==> config.mk <==
export PLATFORM = sky130hd
export DESIGN_NAME = stall_ctrl_param
export DESIGN_NICKNAME = d
export VERILOG_FILES = /design/src/rtl/stall_ctrl_param.sv
export SDC_FILE = /design/constraint.sdc
export NUM_CORES = 1
export LEC_CHECK = 0
export CORE_AREA = 2 2 39 41
export CTS_CLUSTER_SIZE = 30
export DETAILED_ROUTE_END_ITERATION = 10
export DIE_AREA = 0 0 41 43
export MAX_ROUTING_LAYER = met4
export PLACE_DENSITY = 0.66
export SLEW_MARGIN = 5
export SYNTH_ARGS = -nofsm -noshare
export SYNTH_HDL_FRONTEND = slang
export SYNTH_SLANG_ARGS = --single-unit
==> constraint.sdc <==
create_clock -name clk -period 1.2 [get_ports clk]
set_input_delay 0.36 -clock clk [delete_from_list [all_inputs] [get_ports clk]]
set_output_delay 0.36 -clock clk [all_outputs]
set_load 0.01 [all_outputs]
==> src/rtl/stall_ctrl_param.sv <==
// Pipeline stall controller: decodes the decode-stage opcode into fixed-length
// stall windows per instruction class, plus a latching HALT released externally.
module stall_ctrl_param #(
    parameter int unsigned OP_W    = 6,
    parameter logic [OP_W-1:0] JMP_OP = 6'b010100,
    parameter logic [OP_W-1:0] LD_OP  = 6'b011110,
    parameter logic [OP_W-1:0] HLT_OP = 6'b010001,
    parameter int unsigned JMP_CYC = 1,
    parameter int unsigned LD_CYC  = 2,
    parameter int unsigned CNT_W   = 4
) (
    input  logic             clk,
    input  logic             reset,
    input  logic [OP_W-1:0]  op,
    input  logic             release_halt,
    output logic             stall,
    output logic             stall_pm,
    output logic             halted,
    output logic [CNT_W-1:0] stall_cnt
);

    // Cycle counts are truncated to the counter width; zero disables the class.
    localparam logic [CNT_W-1:0] JMP_N = CNT_W'(JMP_CYC);
    localparam logic [CNT_W-1:0] LD_N  = CNT_W'(LD_CYC);
    localparam logic [CNT_W-1:0] ONE   = CNT_W'(1);

    typedef enum logic [1:0] {IDLE, STALL, HALT} state_t;

    state_t           state_q, state_d;
    logic             stall_q, stall_d;
    logic             stall_pm_q, stall_pm_d;
    logic             halted_q, halted_d;
    logic [CNT_W-1:0] cnt_q, cnt_d;
    logic             ld_hit, jmp_hit;

    always_ff @(posedge clk or posedge reset) begin
        if (reset) begin
            state_q    <= IDLE;
            stall_q    <= 1'b0;
            stall_pm_q <= 1'b0;
            halted_q   <= 1'b0;
            cnt_q      <= '0;
        end else begin
            state_q    <= state_d;
            stall_q    <= stall_d;
            stall_pm_q <= stall_pm_d;
            halted_q   <= halted_d;
            cnt_q      <= cnt_d;
        end
    end

    always_comb begin
        ld_hit  = (op == LD_OP) && (LD_N != '0);
        jmp_hit = (op == JMP_OP) && (JMP_N != '0);
        state_d = state_q;
        case (state_q)
            IDLE: begin
                if (op == HLT_OP)        state_d = HALT;
                else if (ld_hit || jmp_hit) state_d = STALL;
            end
            STALL:   if (cnt_q == ONE) state_d = IDLE;
            HALT:    if (release_halt) state_d = IDLE;
            default: state_d = IDLE;
        endcase
    end

    always_comb begin
        stall_d  = (state_d != IDLE);
        halted_d = (state_d == HALT);
        // HALT keeps the program memory frozen even though stall_q is already high.
        stall_pm_d = stall_q || (state_q == HALT);
        cnt_d = '0;
        case (state_q)
            IDLE: begin
                if (state_d == STALL) cnt_d = ld_hit ? LD_N : JMP_N;
            end
            STALL:   cnt_d = cnt_q - ONE;
            default: cnt_d = '0;
        endcase
    end

    assign stall     = stall_q;
    assign stall_pm  = stall_pm_q;
    assign halted    = halted_q;
    assign stall_cnt = cnt_q;

endmodule

* Word-level counts from Yosys, hierarchy flattened
Index checks and enable logic that the tools add are counted.
Storage, ports and cells: register bits after elaboration 9, input port bits 9, output and inout bits 7, logic and storage cells 26
Operators by class: add/subtract/negate cells 1, equal/unequal tests 8, multiplexer cells 8, reductions and logical operators 4
Operators by type and width (number):
- $eq A6 B5 Y1 const B | 3
- $mux W2 | 6
- $pmux W4 S2 | 1
- $pmux W2 S3 | 1
- $eq A2 B1 Y1 const B | 2
- $eq A2 B2 Y1 const B | 2
- $eq A4 B1 Y1 const B | 1
- $sub A4 B1 Y4 const B | 1
- $logic_not A2 Y1 | 1
- $logic_or A1 B1 Y1 | 2
- $reduce_bool A2 Y1 | 1

* Logic depth before layout (Yosys ltp)
word-level depth 8, mapped depth 4, mapped depth without buffers 4

* Worst setup path before layout
Ideal clock, no wire load.
path kind input to register, from in op[3], to reg stall_q, in the netlist stall, setup time 124 ps, data arrival time 983 ps, required time 1076 ps, setup slack 94 ps, cell stages on the path 3, path buffers 0, path through and2_4 a22o_1 a211o_1
Between the ends: cells in the longest elaborated chain, start to end 6, elaborated cells between the ends (all ways) 8, those cells by class 3 x eq/ne; 3 x mux; 2 x reduce/logical
Ends and longest elaborated chain:
- from (decl) | RTL line 14 | input logic [OP_W-1:0] op,
- $eq A6 B5 Y1, on equally long branches | RTL line 53, 54
- $logic_or A1 B1 Y1 | RTL line 59 | else if (ld_hit || jmp_hit) state_d = STALL;
- $mux W2 | RTL line 59
- $mux W2 * | RTL line 58 | if (op == HLT_OP) state_d = HALT;
- $pmux W2 S3 * | RTL line 56 | case (state_q)
- $reduce_bool A2 Y1 * | RTL line 68 | stall_d = (state_d != IDLE);
- via stall_d | RTL line 30 | logic stall_q, stall_d;
- to (signal assigned) | RTL line 45 | stall_q <= stall_d;
- to (decl) | RTL line 30
Mark *: on every way through the listed nets, which the timed path passes. The rest lies on a longest branch.

* Final worst setup path
from reg cnt_q[0], in the netlist stall_cnt[0], to reg cnt_q[1], in the netlist stall_cnt[1]
Between the ends: cells in the longest elaborated chain, start to end 6, elaborated cells between the ends (all ways) 7, those cells by class 1 x add/sub; 2 x eq/ne; 4 x mux
Ends and longest elaborated chain:
- from (decl) | RTL line 33 | logic [CNT_W-1:0] cnt_q, cnt_d;
- from (signal assigned) | RTL line 48 | cnt_q <= cnt_d;
- $eq A4 B1 Y1 | RTL line 61 | STALL: if (cnt_q == ONE) state_d = IDLE;
- $mux W2 | RTL line 61
- $pmux W2 S3 | RTL line 56
- $eq A2 B1 Y1 | RTL line 75 | if (state_d == STALL) cnt_d = ld_hit ? LD_N : JMP_N;
- $mux W2 | RTL line 75
- $pmux W4 S2 * | RTL line 73 | case (state_q)
- via cnt_d[1] | RTL line 33
Marked as above.

==> results.toml <==
[run_status]
status = "completed"

[clocking]
cts_sinks = 9
cts_buffer_depth = 2
cts_max_level = 1
clk_latency_ns = 0.26
cts_root_buffer = "clkbuf_4"
cts_tree = "built"
cts_hold_buf = 0
cts_made_buffers = 3
cts.clk_slew.worst_paths_ns = 0.06

[sta]
worst_slew_pin_slew_ns = 0.351
fmax_ghz = 0.883
slew-limit-headroom_pct = 76.6
setup_violations = 0
hold_viol = 0
layout_min_cycle_time_ns = 1.13
fin_worst_skew_ns = 0.00313
finalCritPeriodShare_pct = 94.4
final-max-slew-violation-count = 0
whs_ns = 0.357

[power_and_ir_drop]
clockPowerShare_pct = 20.7
power_density_mw_per_mm2 = 1570
power.leakage_nw = 0.381
ir_drop_v = 0.000618
internal-power_mw = 0.749
switching_share_pct = 32.9
comb_power_share_pct = 41.5
netSwitchingPower_mw = 0.368
seqPwrFrac_pct = 37.8

[finish]
syn_to_final_growth_pct = 56.5
fillers = 152
antennaDiodeCount = 0
final_core_utilization_pct = 51.4
drive_gt1_share_pct = 37.0
fin_nets = 85

[place]
portBuffers = 15
hpwl_um = 721
gp_routability_congestion = 0.740

[global_routing]
overflow = 0
antenna_found_initial = 0
grt_first_pass_wirelength_um = 1560
grt_max_degree = 10
track_usage_pct = 13.7
grt_pass1_vias = 409

[synth]
syn_area_per_cell_um2 = 10.3
ys_ff_latch = 9
syn_nets = 55
syn_inst = 44
ys_seq_area_share_pct = 49.6
yosysWarnings = 0
syn_area_um2 = 454
synth_cell_types = 21

[hold_path]
hold_path_class = "primary input to async pin"

[critical_path]
timing.rr.start = "stall_cnt[0]"
r2r_cells = 5
cp-endpoint = "stall_cnt[1]"
cp-startpoint = "stall_cnt[0]"
cp-start-kind = "flip-flop"
worstPathMaxFanout = 3
r2r-end = "stall_cnt[1]"
crit_type = "flip-flop to flip-flop"
required_ns = 1.39
reg2reg_slack_ns = 0.07
critPathCaptureType = "flip-flop"
cp.arrival_ns = 1.32

[die]
ios = 16
die_w_um = 41
die_h_um = 43
dieArea_mm2 = 0.00176
fp.coreArea_mm2 = 0.00138
std_cell_rows = 14
start_util_pct = 32.8

[detailed_routing]
viasPerCell = 4.51
via_count = 401
drt-pass1-iter-count = 3
drc_errors = 0
drt_iter0_drc = 5
postRouteAntennaNets = 0
totalWireLength_um = 930
wire_per_inst_um = 10.4

[job]
timing.max_cap.violations = 0
-- worst max-delay path, stage by stage (launching register included) --
cell	delay, ns
dfrtp_1	0.37
buf_4	0.14
inv_1	0.07
ha_1	0.23
nand2b_1	0.14
a21oi_1	0.12
-- cell usage in the layout (no fill, tap or decap), drive strengths merged, types with 2 or more instances in the layout --
master / count
clkdlybuf4s50: 2
xnor2: 2
dlygate4sd2: 4
nand3: 2
buf: 17
nor2: 5
o21ai: 2
dfrtp: 9
nand2b: 4
a21oi: 3
ha: 2
dlymetal6s2s: 2
inv: 3
clkbuf: 3
-- power groups by stage --
stage | logic, mW | clock network [mW] | registers [mW]
after global placement | 0.492 | 0 | 0.424
after CTS | 0.452 | 0.239 | 0.419
after floorplan | 0.192 | 0 | 0.468
after global routing | 0.515 | 0.256 | 0.432
final | 0.464 | 0.231 | 0.423
after detailed placement | 0.506 | 0 | 0.424
-- kinds of logic (layout without fill, tap and decap cells) --
logic type / Yosys count / count (layout) / share of synthesized area [%]
adder cells (fa/ha/maj): 2 / 2 / 5.51
XOR/XNOR: 3 / 3 / 5.79
AND/OR/NAND/NOR: 19 / 19 / 25.3
flip-flops: 9 / 9 / 49.6
buffers and inverters: 3 / 32 / 2.48
AO/OA/AOI/OAI: 8 / 8 / 11.3
-- per-stage QoR --
step	worst slack [ns]	cell area (um2)	cells	setup TNS (ns)	total power [mW]
detailed placement	-0.378	684	83	-1.97	0.930
floorplan	0.0935	454	44	0	0.660
global route	-0.0100	711	89	-0.0100	1.20
CTS	0.00806	688	88	0	1.11
global placement	-0.357	684	83	-1.86	0.916
finish	0.0678	711	89	0	1.12
-- area by class of cell --
type                    instances  area (um2)  area share [%]
clock inverters                 1        5.00           0.704
well taps                      16        20.0            2.82
repair buffers                 25         190            26.8
inverters                       3        11.3            1.58
flip-flops and latches          9         226            31.9
multi-input cells              32         235            33.1
clock buffers                   3        22.5            3.17
-- flip-flops by register name, summed over array words and instances (netlist names) --
signal and cells:
stall_pm 1, state_q 2, stall_cnt 4, stall 1, halted 1
-- layer usage --
metal | track usage (%) | vias to the layer above | wire length (um)
li1 | - | 208 | -
met1 | 15.3 | 173 | 354
met2 | 20.3 | 16 | 484
met3 | 1.57 | 4 | 62
met4 | 12.0 | 0 | 29
met5 | - | - | 0
-- timing repair --
action,4_1_cts,5_1_grt
resized for setup,33,6
endpoints found under the setup margin,13,5
pin swaps,1,2
buffers inserted,1,1
-- cells in the mapped netlist --
| cell | number | area share (%) |
|---|---|---|
| a211o_1 | 1 | 1.9 |
| a21oi_1 | 3 | 3.3 |
| a22o_1 | 1 | 1.9 |
| a31o_2 | 1 | 1.9 |
| and2_4 | 1 | 1.9 |
| dfrtp_1 | 9 | 50 |
| ha_1 | 2 | 5.5 |
| inv_1 | 3 | 2.5 |
| nand2_1 | 1 | 0.83 |
| nand2b_1 | 4 | 5.5 |
| nand3_1 | 2 | 2.2 |
| nand4b_1 | 1 | 1.9 |
| nor2_1 | 5 | 4.1 |
| nor2b_1 | 1 | 1.4 |
| nor3_1 | 1 | 1.1 |
| nor3b_1 | 1 | 1.7 |
| nor4b_2 | 1 | 3.3 |
| o21ai_0 | 2 | 2.2 |
| or2_0 | 1 | 1.4 |
| xnor2_1 | 2 | 3.9 |
| xor2_1 | 1 | 1.9 |
-- worst min-delay path by stage --
stage / startpoint / end / slack [ns] / cells past startpoint
3_3_place_gp: stall / stall_pm / 0.46 / 1
2_1_floorplan: reset / halted / 0.19 / 1
5_1_grt: reset / stall_pm / 0.42 / 2
4_1_cts: reset / stall_pm / 0.36 / 2
3_5_place_dp: stall / stall_pm / 0.46 / 1
6_report: reset / stall_pm / 0.36 / 2
Note: power is estimated with default switching activity, not from simulation.
